File: config.mk
export PLATFORM = sky130hd
export DESIGN_NAME = mem_wb_stage_flat
export DESIGN_NICKNAME = d
export VERILOG_FILES = /design/src/rtl/core_pkg.sv /design/src/rtl/mem_wb_stage_if.sv /design/src/rtl/mem_wb_stage_load_formatter.sv /design/src/rtl/mem_wb_stage.sv /design/src/flat_wrapper.sv
export SDC_FILE = /design/constraint.sdc
export NUM_CORES = 1
export LEC_CHECK = 0
export BUFFER_PORTS_ARGS = -buffer_cell sky130_fd_sc_hd__clkbuf_2
export CAP_MARGIN = 25
export CORE_AREA = 2 2 197 199
export DETAILED_ROUTE_END_ITERATION = 10
export DIE_AREA = 0 0 199 201
export MAX_ROUTING_LAYER = met4
export PLACE_DENSITY = 0.59
export SYNTH_ARGS = -nofsm -noshare
export SYNTH_HDL_FRONTEND = slang
export SYNTH_SLANG_ARGS = --single-unit
File: constraint.sdc
create_clock -name clk -period 2.2 [get_ports clk]
set_input_delay 0.44 -clock clk [delete_from_list [all_inputs] [get_ports clk]]
set_output_delay 0.44 -clock clk [all_outputs]
set_load 0.02 [all_outputs]
File: src/rtl/core_pkg.sv
// core_pkg: shared write-back select encodings, load funct3 codes and the MEM/WB stage record.
package core_pkg;
    typedef enum logic [2:0] {
        WB_ALU  = 3'd0,
        WB_LOAD = 3'd1,
        WB_PC4  = 3'd2,
        WB_IMM  = 3'd3,
        WB_CSR  = 3'd4
    } wb_sel_e;

    localparam logic [2:0] F3_LB  = 3'b000;
    localparam logic [2:0] F3_LH  = 3'b001;
    localparam logic [2:0] F3_LW  = 3'b010;
    localparam logic [2:0] F3_LBU = 3'b100;
    localparam logic [2:0] F3_LHU = 3'b101;

    typedef struct packed {
        logic        valid;
        logic [4:0]  rd;
        logic        reg_we;
        logic [2:0]  sel;
        logic [31:0] alu;
        logic [31:0] ld;
        logic [31:0] pc4;
        logic [31:0] imm;
        logic [31:0] csr;
    } mem_wb_t;
endpackage

File: src/rtl/mem_wb_stage_if.sv
// mem_wb_stage_if: MEM-side inputs and WB-side outputs of the MEM/WB pipeline register.
interface mem_wb_stage_if #(parameter int CNT_W = 64);
    logic             stall;
    logic             flush;
    logic             m_valid;
    logic [4:0]       m_rd;
    logic             m_reg_we;
    logic [2:0]       m_wb_sel;
    logic [31:0]      m_alu;
    logic [31:0]      m_pc4;
    logic [31:0]      m_imm;
    logic [31:0]      m_csr;
    logic [31:0]      m_ld_raw;
    logic [2:0]       m_ld_funct3;
    logic [1:0]       m_addr_lo;
    logic [2:0]       wb_sel;
    logic [31:0]      wb_d0, wb_d1, wb_d2, wb_d3, wb_d4, wb_d5, wb_d6, wb_d7;
    logic [4:0]       wb_rd;
    logic             wb_we;
    logic             wb_valid;
    logic [CNT_W-1:0] instret;

    modport master (
        output stall, flush, m_valid, m_rd, m_reg_we, m_wb_sel, m_alu, m_pc4, m_imm, m_csr,
               m_ld_raw, m_ld_funct3, m_addr_lo,
        input  wb_sel, wb_d0, wb_d1, wb_d2, wb_d3, wb_d4, wb_d5, wb_d6, wb_d7,
               wb_rd, wb_we, wb_valid, instret
    );

    modport slave (
        input  stall, flush, m_valid, m_rd, m_reg_we, m_wb_sel, m_alu, m_pc4, m_imm, m_csr,
               m_ld_raw, m_ld_funct3, m_addr_lo,
        output wb_sel, wb_d0, wb_d1, wb_d2, wb_d3, wb_d4, wb_d5, wb_d6, wb_d7,
               wb_rd, wb_we, wb_valid, instret
    );
endinterface

File: src/rtl/mem_wb_stage_load_formatter.sv
// load_formatter: extracts byte/half/word from an aligned memory word and extends it.
module load_formatter
    import core_pkg::*;
(
    input  logic [31:0] m_ld_raw,
    input  logic [2:0]  m_ld_funct3,
    input  logic [1:0]  m_addr_lo,
    output logic [31:0] ld_fmt
);
    logic [7:0]  b;
    logic [15:0] h;

    assign b = m_ld_raw[{m_addr_lo, 3'b000} +: 8];
    assign h = m_ld_raw[{m_addr_lo[1], 4'b0000} +: 16];

    always_comb begin
        ld_fmt = m_ld_funct3 == F3_LB  ? {{24{b[7]}}, b}  :
                 m_ld_funct3 == F3_LH  ? {{16{h[15]}}, h} :
                 m_ld_funct3 == F3_LW  ? m_ld_raw         :
                 m_ld_funct3 == F3_LBU ? {24'd0, b}       :
                 m_ld_funct3 == F3_LHU ? {16'd0, h}       : 32'd0;
    end
endmodule

File: src/rtl/mem_wb_stage.sv
// mem_wb_stage: MEM/WB pipeline register feeding the write-back mux, plus the instret counter.
module mem_wb_stage
    import core_pkg::*;
#(
    parameter int XLEN  = 32,
    parameter int CNT_W = 64
) (
    input logic           clk,
    input logic           rst,
    mem_wb_stage_if.slave bus
);
    mem_wb_t          state_q, state_d;
    logic [CNT_W-1:0] instret_q, instret_d;
    logic [XLEN-1:0]  ld_fmt;

    load_formatter u_fmt (
        .m_ld_raw    (bus.m_ld_raw),
        .m_ld_funct3 (bus.m_ld_funct3),
        .m_addr_lo   (bus.m_addr_lo),
        .ld_fmt      (ld_fmt)
    );

    always_comb begin
        state_d = (bus.stall && !bus.flush) ? state_q : '{
            valid:  bus.m_valid,
            rd:     bus.m_rd,
            reg_we: bus.m_reg_we,
            sel:    bus.m_wb_sel,
            alu:    bus.m_alu,
            ld:     ld_fmt,
            pc4:    bus.m_pc4,
            imm:    bus.m_imm,
            csr:    bus.m_csr
        };
        state_d.valid = bus.flush ? 1'b0 : state_d.valid;
        // Retirement is the valid WB instruction leaving; flush of the incoming slot is irrelevant.
        instret_d = instret_q + CNT_W'(state_q.valid && !bus.stall);
    end

    always_ff @(posedge clk) begin
        if (rst) begin
            state_q   <= '0;
            instret_q <= '0;
        end else begin
            state_q   <= state_d;
            instret_q <= instret_d;
        end
    end

    assign bus.wb_sel   = state_q.sel;
    assign bus.wb_d0    = state_q.alu;
    assign bus.wb_d1    = state_q.ld;
    assign bus.wb_d2    = state_q.pc4;
    assign bus.wb_d3    = state_q.imm;
    assign bus.wb_d4    = state_q.csr;
    assign bus.wb_d5    = '0;
    assign bus.wb_d6    = '0;
    assign bus.wb_d7    = '0;
    assign bus.wb_rd    = state_q.rd;
    assign bus.wb_valid = state_q.valid;
    assign bus.wb_we    = state_q.valid && state_q.reg_we && (state_q.rd != 5'd0);
    assign bus.instret  = instret_q;
endmodule

File: src/flat_wrapper.sv
// flat-port wrapper written by rule: the top's interface ports become plain ports
module mem_wb_stage_flat import core_pkg::*;
#(
    parameter int XLEN  = 32,
    parameter int CNT_W = 64
)
  (clk, rst, bus_stall, bus_flush, bus_m_valid, bus_m_rd, bus_m_reg_we, bus_m_wb_sel, bus_m_alu, bus_m_pc4, bus_m_imm, bus_m_csr, bus_m_ld_raw, bus_m_ld_funct3, bus_m_addr_lo, bus_wb_sel, bus_wb_d0, bus_wb_d1, bus_wb_d2, bus_wb_d3, bus_wb_d4, bus_wb_d5, bus_wb_d6, bus_wb_d7, bus_wb_rd, bus_wb_we, bus_wb_valid, bus_instret);
  mem_wb_stage_if #(.CNT_W(CNT_W)) bus_i ();
  input logic clk;
  input logic rst;
  input wire logic [$bits(bus_i.stall)-1:0] bus_stall;
  input wire logic [$bits(bus_i.flush)-1:0] bus_flush;
  input wire logic [$bits(bus_i.m_valid)-1:0] bus_m_valid;
  input wire logic [$bits(bus_i.m_rd)-1:0] bus_m_rd;
  input wire logic [$bits(bus_i.m_reg_we)-1:0] bus_m_reg_we;
  input wire logic [$bits(bus_i.m_wb_sel)-1:0] bus_m_wb_sel;
  input wire logic [$bits(bus_i.m_alu)-1:0] bus_m_alu;
  input wire logic [$bits(bus_i.m_pc4)-1:0] bus_m_pc4;
  input wire logic [$bits(bus_i.m_imm)-1:0] bus_m_imm;
  input wire logic [$bits(bus_i.m_csr)-1:0] bus_m_csr;
  input wire logic [$bits(bus_i.m_ld_raw)-1:0] bus_m_ld_raw;
  input wire logic [$bits(bus_i.m_ld_funct3)-1:0] bus_m_ld_funct3;
  input wire logic [$bits(bus_i.m_addr_lo)-1:0] bus_m_addr_lo;
  output wire logic [$bits(bus_i.wb_sel)-1:0] bus_wb_sel;
  output wire logic [$bits(bus_i.wb_d0)-1:0] bus_wb_d0;
  output wire logic [$bits(bus_i.wb_d1)-1:0] bus_wb_d1;
  output wire logic [$bits(bus_i.wb_d2)-1:0] bus_wb_d2;
  output wire logic [$bits(bus_i.wb_d3)-1:0] bus_wb_d3;
  output wire logic [$bits(bus_i.wb_d4)-1:0] bus_wb_d4;
  output wire logic [$bits(bus_i.wb_d5)-1:0] bus_wb_d5;
  output wire logic [$bits(bus_i.wb_d6)-1:0] bus_wb_d6;
  output wire logic [$bits(bus_i.wb_d7)-1:0] bus_wb_d7;
  output wire logic [$bits(bus_i.wb_rd)-1:0] bus_wb_rd;
  output wire logic [$bits(bus_i.wb_we)-1:0] bus_wb_we;
  output wire logic [$bits(bus_i.wb_valid)-1:0] bus_wb_valid;
  output wire logic [$bits(bus_i.instret)-1:0] bus_instret;
  assign bus_i.stall = bus_stall;
  assign bus_i.flush = bus_flush;
  assign bus_i.m_valid = bus_m_valid;
  assign bus_i.m_rd = bus_m_rd;
  assign bus_i.m_reg_we = bus_m_reg_we;
  assign bus_i.m_wb_sel = bus_m_wb_sel;
  assign bus_i.m_alu = bus_m_alu;
  assign bus_i.m_pc4 = bus_m_pc4;
  assign bus_i.m_imm = bus_m_imm;
  assign bus_i.m_csr = bus_m_csr;
  assign bus_i.m_ld_raw = bus_m_ld_raw;
  assign bus_i.m_ld_funct3 = bus_m_ld_funct3;
  assign bus_i.m_addr_lo = bus_m_addr_lo;
  assign bus_wb_sel = bus_i.wb_sel;
  assign bus_wb_d0 = bus_i.wb_d0;
  assign bus_wb_d1 = bus_i.wb_d1;
  assign bus_wb_d2 = bus_i.wb_d2;
  assign bus_wb_d3 = bus_i.wb_d3;
  assign bus_wb_d4 = bus_i.wb_d4;
  assign bus_wb_d5 = bus_i.wb_d5;
  assign bus_wb_d6 = bus_i.wb_d6;
  assign bus_wb_d7 = bus_i.wb_d7;
  assign bus_wb_rd = bus_i.wb_rd;
  assign bus_wb_we = bus_i.wb_we;
  assign bus_wb_valid = bus_i.wb_valid;
  assign bus_instret = bus_i.instret;
  mem_wb_stage #(.XLEN(XLEN), .CNT_W(CNT_W)) u_core (.clk(clk), .rst(rst), .bus(bus_i));
endmodule
==> impl_metrics.toml, run 1 <==
[power]
p_sw_mw = 2.78
pwr-share-seq = 0.433
irDropWorstVdd_v = 0.000414
clkPwrFrac = 0.434
swShare = 0.265
comb_power_share = 0.133
p_int_mw = 7.71
p_leak_nw = 6.35
power_density_nw_per_um2 = 763

[floorplanning]
die_y_um = 201
rows = 72
start_util = 0.295
core_um2 = 38100
die-area_um2 = 40000
pin_count = 509
die_w_um = 199

[route]
routed_wl_um = 33400
via_per_inst = 4.43
first_pass_iters = 5
vias = 9741
ant_nets = 0
wl_per_cell_um = 15.2
drt_iter0_drc = 458
drc = 0

[final_layout]
fin_nets = 1842
num-fill-cells = 4043
seqCellArea_um2 = 4690
final_area_um2 = 13700
drive_gt1_frac = 0.334
syn2layout_area_growth_pct = 22.2
multiInputGateArea_um2 = 4770

[place]
place.port_buffers = 412
globalplace.congestion = 0.811
postPlaceCellArea_um2 = 12700
dpl.hpwl_um = 25100

[clock_tree]
cts_buffers = 27
cts_tree = "built"
path_clk_slew_ns = 0.06
cts_buffer_depth = 3
cts_htree_levels = 1
cts_hold_repair.buffers = 0
clock_sinks = 234
clockRootBuffer = "clkbuf_16"
clk_latency_ns = 0.54

[yosys]
ys.flop_type = "dfxtp_1"
ys_types = 45
ys_seq_area_frac = 0.416
synth_edf_count = 0
synth_seq_cells = 234
yosysWarnings = 0
synth-async-reset-ratio = 0
synth_area_um2 = 11200
synthCells = 1397
avgSynthCellArea_um2 = 8.05

[critical_path]
critPathCaptureType = "register"
reg2reg_to = "u_core.bus.instret[60]"
worstPathMaxFanout = 4
r2r-start = "u_core.bus.wb_valid"
crit_arrival_ns = 2.62
cp.required_ns = 2.68
setup.worst_path.start_class = "register"
path_class = "register to register"
r2r_cells = 9
reg2reg_slack_ns = 0.05

[run]
maxCapViolCount = 0

[sta]
rsz0062_at_grt = "yes"
hold_violations = 0
period_share = 0.976
max_freq_mhz = 466
fin_tns_setup_ns = 0
slew_violations = 0
finalSetupViolations = 0
clock_skew_ns = 0.0129
finalCriticalPeriod_ns = 2.15
hold_slack_ns = 0.119

[global_route]
grt_max_degree = 88
grt_use_total = 0.161
grt_pass1_wl_um = 49600
grt_pass1_vias = 8941
overflow = 0
antenna_found_initial = 3

[outcome]
run_status = "complete, no violations"

[hold_path]
min-delay-start = "bus_m_pc4[5]"
min_to = "u_core.bus.wb_d2[5]"
hold_depth = 3
hold_class = "input pin to register"
registers in the layout (all words and copies together) (netlist names), 3 cells and up:
name / cells
u_core.bus.wb_d0: 32
u_core.bus.wb_d4: 32
u_core.bus.wb_sel: 3
u_core.bus.wb_rd: 5
u_core.bus.wb_d3: 32
u_core.bus.wb_d1: 32
u_core.bus.instret: 64
u_core.bus.wb_d2: 32
layout make-up:
type | count | area share
antenna | 3 | 0.000546
clock buffer | 42 | 0.0605
clock inverter | 5 | 0.00546
inverter | 12 | 0.00328
multi-input combinational | 909 | 0.347
sequential | 234 | 0.341
tap | 518 | 0.0471
timing repair buffer | 477 | 0.195
timing repair:
item | in CTS | in global routing
pin swaps | 2 | 4
endpoints found under the setup margin | 16 | 31
cloned | 0 | 1
resized for setup | 6 | 21
buffers inserted | 1 | 2
worst max-delay path, stage by stage, from the launching register on:
cell	delay (ns)
dfxtp_2	0.32
nor2b_4	0.17
ha_4	0.16
ha_4	0.12
nand4_1	0.17
nor4_4	0.20
buf_6	0.17
nand4_4	0.13
or4_4	0.51
a21oi_2	0.13
worst max-delay path by stage:
stage                              from                     end  slack, ns  cells past startpoint
global placement              bus_stall  u_core.bus.instret[58]      -0.39                     11
global route        u_core.bus.wb_valid  u_core.bus.instret[60]      -0.05                      9
finish              u_core.bus.wb_valid  u_core.bus.instret[60]       0.05                      9
detailed placement            bus_stall  u_core.bus.instret[58]      -0.43                     11
CTS                 u_core.bus.wb_valid  u_core.bus.instret[60]      0.008                      9
floorplan                     bus_stall  u_core.bus.instret[60]      -0.24                      8
synthesized netlist by cell type (all sizes together) (5+ instances only):
| library cell | count | area [um^2] |
|---|---|---|
| a211oi | 17 | 128 |
| a21oi | 161 | 806 |
| a221oi | 11 | 96.3 |
| and3 | 5 | 31.3 |
| buf | 276 | 2030 |
| clkbuf | 61 | 229 |
| dfxtp | 234 | 4680 |
| inv | 12 | 45.0 |
| mux2i | 6 | 60.1 |
| mux4 | 8 | 180 |
| nand2 | 312 | 1170 |
| nand3 | 23 | 120 |
| nand4 | 27 | 194 |
| nor2 | 85 | 319 |
| nor2b | 5 | 31.3 |
| nor3 | 19 | 95.1 |
| nor4 | 12 | 111 |
| o21ai | 23 | 119 |
| or3 | 21 | 131 |
| or4 | 5 | 37.5 |
| xnor2 | 15 | 131 |
| xor2 | 22 | 193 |
cell usage in the layout (no fill, tap or decap), drive strengths merged, types with 2 or more instances in the layout:
master and n:
dfxtp 234, and2 4, ha 2, a311oi 2
o31ai 4, inv 12, diode 3, xor2 22
nand3 23, clkinv 3, xnor2 15, and4 4
a41o 2, nor4 12, bufinv 2, o221ai 4
nor3 19, conb 96, mux4 8, buf 66
nand4 27, clkbuf 453, a22oi 4, a221oi 11
nor2 85, and3 5, a21oi 161, nor2b 5
a211oi 17, nand2b 4, mux2i 6, or4 5
o21ai 23, nand2 312, or3 21
layer usage:
layer	track usage	up-vias	part of all wire
met1	0.190	4506	0.41
met2	0.276	351	0.49
li1	-	4843	-
met5	-	-	0
met3	0.0331	41	0.073
met4	0.0469	0	0.020
metrics by stage:
stage | utilization | instances | worst slack [ns] | power (mW)
3_5_place_dp | 0.333 | 2147 | -0.431 | 6.05
3_3_place_gp | 0.333 | 2147 | -0.386 | 6.02
6_report | 0.361 | 2200 | 0.0523 | 10.5
2_1_floorplan | - | 1492 | -0.243 | 5.83
4_1_cts | 0.357 | 2195 | 0.00756 | 10.7
5_1_grt | 0.361 | 2200 | -0.0468 | 11.0
logic make-up after synthesis:
kind of cell | Yosys count | share of synthesized area
adder cells (fa/ha/maj) | 2 | 0.00222
XOR/XNOR | 37 | 0.0288
AND/OR/NAND/NOR | 528 | 0.209
multiplexers | 14 | 0.0214
buffers and inverters | 349 | 0.205
AO/OA/AOI/OAI | 232 | 0.117
flip-flops | 234 | 0.416
other | 1 | 0.000333
power by group through the flow:
stage | clock, mW | combinational [mW] | sequential, mW
floorplan | 0 | 1.22 | 4.61
global placement | 0 | 1.39 | 4.63
detailed placement | 0 | 1.41 | 4.64
CTS | 4.73 | 1.41 | 4.55
global route | 4.88 | 1.52 | 4.56
finish | 4.55 | 1.40 | 4.54
(Power assumes the default switching activity.)
==> run 2: changes to the inputs <==
--- a/config.mk
+++ b/config.mk
@@ -7,11 +7,13 @@
 export LEC_CHECK = 0
 export BUFFER_PORTS_ARGS = -buffer_cell sky130_fd_sc_hd__clkbuf_2
 export CAP_MARGIN = 25
-export CORE_AREA = 2 2 197 199
+export CORE_AREA = 2 2 200 202
+export CTS_BUF_LIST = sky130_fd_sc_hd__clkbuf_8
 export DETAILED_ROUTE_END_ITERATION = 10
-export DIE_AREA = 0 0 199 201
+export DIE_AREA = 0 0 202 204
 export MAX_ROUTING_LAYER = met4
-export PLACE_DENSITY = 0.59
+export PLACE_DENSITY = 0.57
+export SETUP_SLACK_MARGIN = 0.4
 export SYNTH_ARGS = -nofsm -noshare
 export SYNTH_HDL_FRONTEND = slang
 export SYNTH_SLANG_ARGS = --single-unit
==> impl_metrics.toml, run 2 (same netlist as run 1, synthesis figures left out) <==
[sta]
hold_slack_ns = 0.0798
max_freq_mhz = 462
max-slew-margin-rel = 0.396
clock_skew_ns = 0.0128
hold_violations = 0
rsz0062_at_grt = "yes"
slew_violations = 0
fin_tns_setup_ns = 0
worst_slew_pin_slew_ns = 0.904
finalSetupViolations = 0
finalCriticalPeriod_ns = 2.17
period_share = 0.984

[global_route]
grt_use_total = 0.166
overflow = 0
grt_pass1_vias = 9081
antenna_found_initial = 7
grt_pass1_wl_um = 52000
grt_max_degree = 97

[place]
globalplace.congestion = 0.821
placed_cells = 2150
place.port_buffers = 412
dpl.hpwl_um = 26000

[power]
power_density_nw_per_um2 = 714
clkPwrFrac = 0.414
p_sw_mw = 2.90
swShare = 0.287
p_leak_nw = 6.66
total_power_mw = 10.1
pwr-share-seq = 0.450
irDropWorstVdd_v = 0.000358
comb_power_share = 0.136
p_int_mw = 7.20

[clock_tree]
cts_buffers = 43
cts_hold_repair.buffers = 0
cts_tree = "built"
cts_htree_levels = 2
cts_buffer_depth = 3
clockRootBuffer = "clkbuf_8"
clk_latency_ns = 0.58
clock_sinks = 234
path_clk_slew_ns = 0.06

[floorplanning]
core_um2 = 39200
rows = 73
start_util = 0.287
die_y_um = 204
die_w_um = 202
pin_count = 509
die-area_um2 = 41200

[route]
vias = 9936
via_per_inst = 4.43
routed_wl_um = 35200
drc = 0
wl_per_cell_um = 15.7
first_pass_iters = 4
ant_nets = 0
drt_iter0_drc = 436

[hold_path]
min-delay-start = "bus_flush"
min_to = "u_core.bus.wb_valid"
hold_depth = 2
hold_class = "input pin to register"

[critical_path]
path_class = "register to register"
setup.worst_path.start_class = "register"
reg2reg_slack_ns = 0.03
cp.required_ns = 2.71
crit_arrival_ns = 2.67
reg2reg_to = "u_core.bus.instret[54]"
r2r-start = "u_core.bus.wb_valid"
worstPathMaxFanout = 6
critPathCaptureType = "register"
r2r_cells = 10

[final_layout]
fin_nets = 1865
syn2layout_area_growth_pct = 25.8
final_cells = 2245
num-fill-cells = 4124
largest_reg_flops = 64
final_cell_mix = "408 x clkbuf_2, 310 x nand2_1, 213 x dfxtp_1"
drive_gt1_frac = 0.372
final_common_cell = "clkbuf_2"

[outcome]
run_status = "complete, no violations"

[run]
maxCapViolCount = 0
==> run 2: cell count changes in the layout (fill, tap and decap cells not counted), moves of 7 or more <==
cell       delta
o21ai_0       -8
dfxtp_1      -20
inv_1        +14
buf_4         -9
clkbuf_8     +45
dfxtp_2      +20
buf_6        +16
clkbuf_16    -27
o21ai_1       +7
==> run 2: cell type report <==
type,count,area [um^2],area share
clock inverters,20,108,0.00760
diodes,7,17.5,0.00124
repair buffers,484,2840,0.201
inverters,12,45.0,0.00318
flip-flops and latches,234,4710,0.333
multi-input cells,909,5030,0.355
well taps,525,657,0.0464
clock buffers,54,743,0.0525
==> run 2: stage by stage <==
| stage | worst slack [ns] | cell area, um^2 | util |
|---|---|---|---|
| 2_1_floorplan | -0.239 | 11800 | - |
| 3_3_place_gp | -0.371 | 12800 | 0.326 |
| 3_5_place_dp | -0.401 | 12800 | 0.326 |
| 4_1_cts | -0.0440 | 14000 | 0.356 |
| 5_1_grt | -0.0587 | 14200 | 0.361 |
| 6_report | 0.0349 | 14200 | 0.361 |
==> run 2: critical path: stages, from the launching register on <==
cell     delay (ns)
dfxtp_2        0.32
nor2b_4        0.16
ha_4           0.18
ha_4           0.13
nand4_1        0.16
nor4_4         0.20
buf_6          0.17
nand4_4        0.12
buf_6          0.17
or3_4          0.36
a21oi_2        0.14
==> run 2: worst max-delay path by stage <==
stage,from,to,slack [ns],depth (start not counted)
5_1_grt,u_core.bus.wb_valid,u_core.bus.instret[54],-0.06,10
6_report,u_core.bus.wb_valid,u_core.bus.instret[54],0.03,10
3_5_place_dp,bus_stall,u_core.bus.instret[54],-0.40,11
2_1_floorplan,bus_stall,u_core.bus.instret[60],-0.24,8
3_3_place_gp,bus_stall,u_core.bus.instret[62],-0.37,11
4_1_cts,u_core.bus.wb_rd[4],bus_wb_we,-0.04,3
==> run 2: layer usage <==
layer / part of all wire / global-route usage / vias up
li1: - / - / 4900
met1: 0.41 / 0.195 / 4645
met2: 0.48 / 0.269 / 336
met3: 0.077 / 0.0466 / 55
met4: 0.026 / 0.0651 / 0
met5: 0 / - / -
==> run 2: power groups by stage <==
stage,combinational [mW],clock [mW],sequential (mW)
after floorplan,1.23,0,4.61
after global placement,1.37,0,4.63
after detailed placement,1.38,0,4.64
after CTS,1.39,4.34,4.55
after global routing,1.50,4.53,4.57
final,1.38,4.18,4.54
==> run 2: repair_timing <==
item                                    in CTS  in global routing
setup buffers                                6                  6
gates cloned                                 2                  0
pin swaps                                   36                 14
endpoints found under the setup margin      47                 56
resized for setup                           55                 38
